`src/rtl/fetch_unit_pkg.sv`:
```
// Shared types for the instruction fetch stage: FSM states, buffer entry layout,
// and the word-alignment helper used for redirect targets.
package fetch_unit_pkg;

   typedef enum logic [1:0] {IDLE, FETCH, DRAIN} fetch_state_e;

   typedef struct packed {
      logic [31:0] pc;
      logic [31:0] instr;
   } fetch_entry_t;

   localparam int INSTR_BYTES = 4;

   function automatic logic [31:0] word_align(input logic [31:0] addr);
      return addr & ~32'(INSTR_BYTES - 1);
   endfunction

endpackage

```
`src/rtl/fetch_fifo.sv`:
```
// Instruction buffer: DEPTH x fetch_entry_t, head visible combinationally from
// registered storage, synchronous flush, asynchronous reset.
module fetch_fifo
   import fetch_unit_pkg::*;
#(
   parameter int DEPTH = 2
) (
   input  logic                            clk,
   input  logic                            rst,
   input  logic                            push,
   input  logic [$bits(fetch_entry_t)-1:0] push_data,
   input  logic                            pop,
   input  logic                            flush,
   output logic [$bits(fetch_entry_t)-1:0] head,
   output logic [$clog2(DEPTH):0]          count
);

   localparam int AW = $clog2(DEPTH);
   localparam int CW = AW + 1;

   logic [$bits(fetch_entry_t)-1:0] mem [DEPTH];
   logic [AW-1:0]                   wr_ptr, rd_ptr;

   // DEPTH is a power of two, so the pointers wrap on their own.
   always_ff @(posedge clk or posedge rst) begin
      if (rst) begin
         for (int i = 0; i < DEPTH; i++) mem[i] <= '0;
         wr_ptr <= '0;
         rd_ptr <= '0;
         count  <= '0;
      end else if (flush) begin
         wr_ptr <= '0;
         rd_ptr <= '0;
         count  <= '0;
      end else begin
         if (push) begin
            mem[wr_ptr] <= push_data;
            wr_ptr      <= wr_ptr + AW'(1);
         end
         if (pop) rd_ptr <= rd_ptr + AW'(1);
         case ({push, pop})
            2'b10:   count <= count + CW'(1);
            2'b01:   count <= count - CW'(1);
            default: count <= count;
         endcase
      end
   end

   assign head = mem[rd_ptr];

endmodule

```
`src/rtl/fetch_unit.sv`:
```
// Instruction fetch stage: PC, credit-limited imem requests, response buffering
// and redirect flush. Optional stall counter under FETCH_STALL_CNT_EN.
module fetch_unit
   import fetch_unit_pkg::*;
#(
   parameter logic [31:0] RESET_PC   = 32'h0000_0000,
   parameter int          FIFO_DEPTH = 2
) (
   input  logic        clk,
   input  logic        rst,
   input  logic        clk_en,
   input  logic        i_redirect,
   input  logic [31:0] i_redirect_pc,
   output logic        o_imem_req,
   input  logic        i_imem_gnt,
   output logic [31:0] o_imem_addr,
   input  logic        i_imem_rvalid,
   input  logic [31:0] i_imem_rdata,
`ifdef FETCH_STALL_CNT_EN
   output logic [31:0] o_stall_cnt,
`endif
   output logic [31:0] o_instruction,
   output logic [31:0] o_pc,
   output logic        o_valid,
   input  logic        i_ready
);

   localparam int CW = $clog2(FIFO_DEPTH) + 1;

   fetch_state_e  state, state_nxt;
   logic [31:0]   pc, resp_pc;
   logic [CW-1:0] outstanding, out_nxt, drop, drop_nxt, fifo_count;
   logic [CW:0]   credit_used;
   logic          grant, rsp, push, pop, flush;
   fetch_entry_t  push_entry, head;

   // Requests are only issued while every possible response has a buffer slot.
   assign credit_used = {1'b0, outstanding} + {1'b0, fifo_count};
   assign o_imem_req  = clk_en && (state == FETCH) && !i_redirect &&
                        (credit_used < (CW+1)'(FIFO_DEPTH));
   assign o_imem_addr = pc;
   assign grant       = o_imem_req && i_imem_gnt;
   assign rsp         = clk_en && i_imem_rvalid;
   assign flush       = clk_en && i_redirect;
   assign push        = rsp && !i_redirect && (drop == '0);
   assign pop         = clk_en && o_valid && i_ready && !i_redirect;
   assign push_entry  = '{pc: resp_pc, instr: i_imem_rdata};

   always_comb begin
      out_nxt = outstanding;
      if (grant) out_nxt = out_nxt + CW'(1);
      if (rsp)   out_nxt = out_nxt - CW'(1);

      drop_nxt = drop;
      if (i_redirect)              drop_nxt = out_nxt;
      else if (rsp && drop != '0)  drop_nxt = drop - CW'(1);

      state_nxt = state;
      case (state)
         IDLE:    state_nxt = FETCH;
         FETCH:   if (i_redirect && out_nxt != '0) state_nxt = DRAIN;
         DRAIN:   if (drop_nxt == '0) state_nxt = FETCH;
         default: state_nxt = IDLE;
      endcase
   end

   always_ff @(posedge clk or posedge rst) begin
      if (rst) begin
         state       <= IDLE;
         pc          <= RESET_PC;
         resp_pc     <= RESET_PC;
         outstanding <= '0;
         drop        <= '0;
      end else if (clk_en) begin
         state       <= state_nxt;
         outstanding <= out_nxt;
         drop        <= drop_nxt;
         if (i_redirect) begin
            pc      <= word_align(i_redirect_pc);
            resp_pc <= word_align(i_redirect_pc);
         end else begin
            if (grant) pc      <= pc + 32'(INSTR_BYTES);
            if (push)  resp_pc <= resp_pc + 32'(INSTR_BYTES);
         end
      end
   end

   fetch_fifo #(.DEPTH(FIFO_DEPTH)) u_fifo (
      .clk       (clk),
      .rst       (rst),
      .push      (push),
      .push_data (push_entry),
      .pop       (pop),
      .flush     (flush),
      .head      (head),
      .count     (fifo_count)
   );

   assign o_valid       = (fifo_count != '0);
   assign o_pc          = head.pc;
   assign o_instruction = head.instr;

`ifdef FETCH_STALL_CNT_EN
   always_ff @(posedge clk or posedge rst) begin
      if (rst)                                      o_stall_cnt <= '0;
      else if (clk_en && state != IDLE && !o_valid) o_stall_cnt <= o_stall_cnt + 32'd1;
   end
`else
   // Stall counter not present in this build.
`endif

   // A response with nothing outstanding means memory answered in its grant cycle.
   always_ff @(posedge clk) begin
      if (rsp) assert (outstanding != '0);
   end

endmodule
```
`config.mk`:
```
export PLATFORM = sky130hd
export DESIGN_NAME = fetch_unit
export DESIGN_NICKNAME = d
export VERILOG_FILES = /design/src/rtl/fetch_unit_pkg.sv /design/src/rtl/fetch_fifo.sv /design/src/rtl/fetch_unit.sv
export SDC_FILE = /design/constraint.sdc
export NUM_CORES = 1
export LEC_CHECK = 0
export CAP_MARGIN = 20
export CORE_MARGIN = 2
export CORE_UTILIZATION = 54
export CTS_CLUSTER_DIAMETER = 30
export DETAILED_ROUTE_END_ITERATION = 8
export GPL_TIMING_DRIVEN = 0
export HOLD_SLACK_MARGIN = 0.08
export PLACE_DENSITY = 0.89
export REMOVE_ABC_BUFFERS = 1
export SYNTH_ARGS = -nofsm -noshare
export SYNTH_HDL_FRONTEND = slang
export SYNTH_SLANG_ARGS = --single-unit
export TNS_END_PERCENT = 10
```
`constraint.sdc`:
```
create_clock -name clk -period 8.9 [get_ports clk]
set_clock_uncertainty 0.05 [all_clocks]
set_input_delay 1.78 -clock clk [delete_from_list [all_inputs] [get_ports clk]]
set_output_delay 1.78 -clock clk [all_outputs]
set_load 0.02 [all_outputs]
```
==> flow_summary_export.csv <==
group,metric,value,unit
detailed_routing,wl,24.3,mm
placement,placed_cell_area,11600,µm²
pwr,pwr-share-seq,38.8,%
clocking,insertion_delay,0.43,ns
min_path,hp-class,"flop to flop",
synthesis,async_flop_share,100,%
finish,most-common-layout-cells,"dfrtp_1 (193), mux2_2 (181), clkdlybuf4s50_1 (161)",
clocking,cts_buffers,17,
detailed_routing,wl_per_cell,19.4,µm
floorplanning,initial_utilization,54.8,%
run,maxCapViolCount,0,
timing,fin_hold_ws,0.429,ns
floorplanning,dieWidth,139,µm
global_route,overflow,0,
synthesis,synth-edff-count,0,
synthesis,synthDistinctLibCells,67,
clocking,cts_resized,0,
synthesis,yosysWarnings,0,
pwr,ir_worst_vdd,160,µV
min_path,hold_depth,1,
finish,drive_gt1_share,23.7,%
pwr,switching_share,33.6,%
timing,period_share,65.4,%
timing,grt_setup_unrepaired,"no",
timing,period_needed,5.82,ns
floorplanning,io_pins,169,
synthesis,synth_cells,872,
detailed_routing,drc,0,
timing,setup_ws,3.08,ns
clocking,cts.sink_count,194,
clocking,cts_root_buffer,"clkbuf_16",
critical_path,r2r-start,"outstanding[0]",
detailed_routing,drtIter0Drc,665,
min_path,hold_end,"u_fifo.mem[109]",
pwr,power_leakage,0.00521,µW
floorplanning,rows,49,
synthesis,yosys-top-cells-area,"dfrtp_1 (50%), mux2_2 (21%), a21oi_1 (2.8%)",
critical_path,crit_path_max_fanout,17,
critical_path,r2r_slack,5.93,ns
critical_path,crit_path_start_kind,"primary input",
clocking,cts_tree,"built",
critical_path,arrival,3.99,ns
placement,portBuffers,162,
finish,layout.cells.non_filler,1249,
finish,nNetsFinal,1082,
global_route,grt_max_degree,100,
timing,fmax,0.172,GHz
clocking,postCtsSetupBuffers,0,
synthesis,syn_area,9770,µm²
critical_path,ff2ff_path_depth,7,
run_status,status,"finished, final reports clean",
synthesis,ys_ff_latch,194,
pwr,p_sw,1250,µW
finish,syn_to_final_growth,25.3,%
detailed_routing,ant_nets,0,
pwr,powerDensity,303,nW/µm²
critical_path,worstPathRequired,7.07,ns
pwr,power.internal,2460,µW
global_route,track_usage,25.4,%
placement,dp.cells,1216,
timing,hold_viol_final,0,
placement,gp_congestion,0.894,
placement,hpwl,16.0,mm
detailed_routing,viasPerCell,6.17,
min_path,min-delay-start,"u_fifo.mem[109]",
floorplanning,die_area,19200,µm²
pwr,clkPwrFrac,22.3,%
detailed_routing,vias,7706,
global_route,antenna_found_initial,1,
pwr,fin_total_pwr,3710,µW
synthesis,synth_area_per_cell,11.2,µm²
detailed_routing,first_pass_iters,5,
critical_path,worstReg2RegEnd,"o_imem_addr[25]",
clocking,postCtsHoldBufs,0,
synthesis,yosysTopAreaCell,"dfrtp_1",
finish,final_common_cell,"dfrtp_1",
global_route,grt_pass1_wl,39.9,mm
timing,slew_headroom,37.2,%
clocking,clk_path_buf_depth,2,
critical_path,worstSetupPathType,"primary input to output port",
placement,place_ws,3.11,ns
critical_path,end_kind,"output port",
synthesis,synth-main-ff-cell,"dfrtp_1",
global_route,grt_pass1_vias,7870,
timing,drv_slew,0,
synthesis,synth_top_cell_area_share,49.7,%
synthesis,seq_area_frac_synth,49.7,%
clocking,path_clk_slew,0.06,ns
clocking,h-tree-depth,4,
floorplanning,core,17800,µm²
floorplanning,fp.dieH,139,µm
timing,worst_pin_slew,0.943,ns
finish,fin_area,12200,µm²
pwr,comb_power_share,38.9,%
timing,setup-violations-final,0,
-- stage by stage --
| stage | TNS (ns) | util [%] |
|---|---|---|
| after floorplan | 0 | - |
| after global placement | -150.78 | 64.0 |
| after detailed placement | 0 | 65.0 |
| after CTS | 0 | 68.5 |
| after global routing | 0 | 68.6 |
| final | 0 | 68.6 |
-- power by group through the flow --
stage | combinational, µW | clock (µW) | sequential, µW
2_1_floorplan | 838 | 0 | 1430
3_3_place_gp | 1380 | 0 | 1440
3_5_place_dp | 1440 | 0 | 1450
4_1_cts | 1450 | 837 | 1440
5_1_grt | 1540 | 875 | 1490
6_report | 1440 | 825 | 1440
-- logic make-up after synthesis --
group	count (synthesis)	share of synthesized area, %
simple gates	210	11.4
mux	195	22.4
flops	194	49.7
compound gates	186	11.9
buf+inv	77	3.60
xor+xnor	5	0.448
fa+ha+maj	4	0.589
other cells	1	0.0384
-- routing by layer --
| metal | up-vias | share of wire [%] | GRT usage (%) |
|---|---|---|---|
| li1 | 3474 | - | - |
| met4 | 0 | 4.4 | 12.0 |
| met5 | - | 0 | 0 |
| met2 | 360 | 48 | 40.9 |
| met3 | 80 | 6.5 | 5.58 |
| met1 | 3792 | 41 | 33.1 |
-- how the worst max path moves through the flow --
stage	from	to	slack, ns	cells after the start
after floorplan	rst	drop[0]	1.79	1
after global placement	rst	u_fifo.mem[36]	-0.67	2
after detailed placement	clk_en	o_imem_req	3.11	4
after CTS	clk_en	o_imem_req	3.09	4
after global routing	clk_en	o_imem_req	2.99	4
final	clk_en	o_imem_req	3.08	4
-- final cells by class --
class	count	area (µm²)
antenna	1	2.50
timing repair buffer	171	1780
tap	229	287
inverter	19	78.8
clock inverter	11	176
clock buffer	20	457
multi-input combinational	604	4600
fill	1282	5600
sequential	194	4860
-- synth_stat cells, types with 11 or more instances --
| cell | instances |
|---|---|
| dfrtp_1 | 194 |
| nand3_1 | 27 |
| mux2_2 | 181 |
| nor3_1 | 13 |
| and3_1 | 11 |
| or3_1 | 11 |
| buf_2 | 20 |
| nand2_1 | 51 |
| nor2_1 | 38 |
| inv_1 | 19 |
| clkbuf_1 | 28 |
| o21ai_1 | 12 |
| a21oi_1 | 55 |
| nand4_1 | 13 |
| o21ai_0 | 43 |
-- sequential cells by signal, summed over array words and instances, names as in the netlist --
| signal | count |
|---|---|
| state | 2 |
| resp_pc | 30 |
| u_fifo.mem | 124 |
| o_imem_addr | 30 |
| u_fifo.count | 2 |
| u_fifo.rd_ptr | 1 |
| outstanding | 2 |
| drop | 2 |
| u_fifo.wr_ptr | 1 |
-- critical path: stages --
cell             delay [ns]
clkdlybuf4s50_1        0.87
or4b_4                 0.60
nor2_1                 0.13
clkdlybuf4s50_1        0.61
No activity file was read; power rests on OpenSTA's default activity.
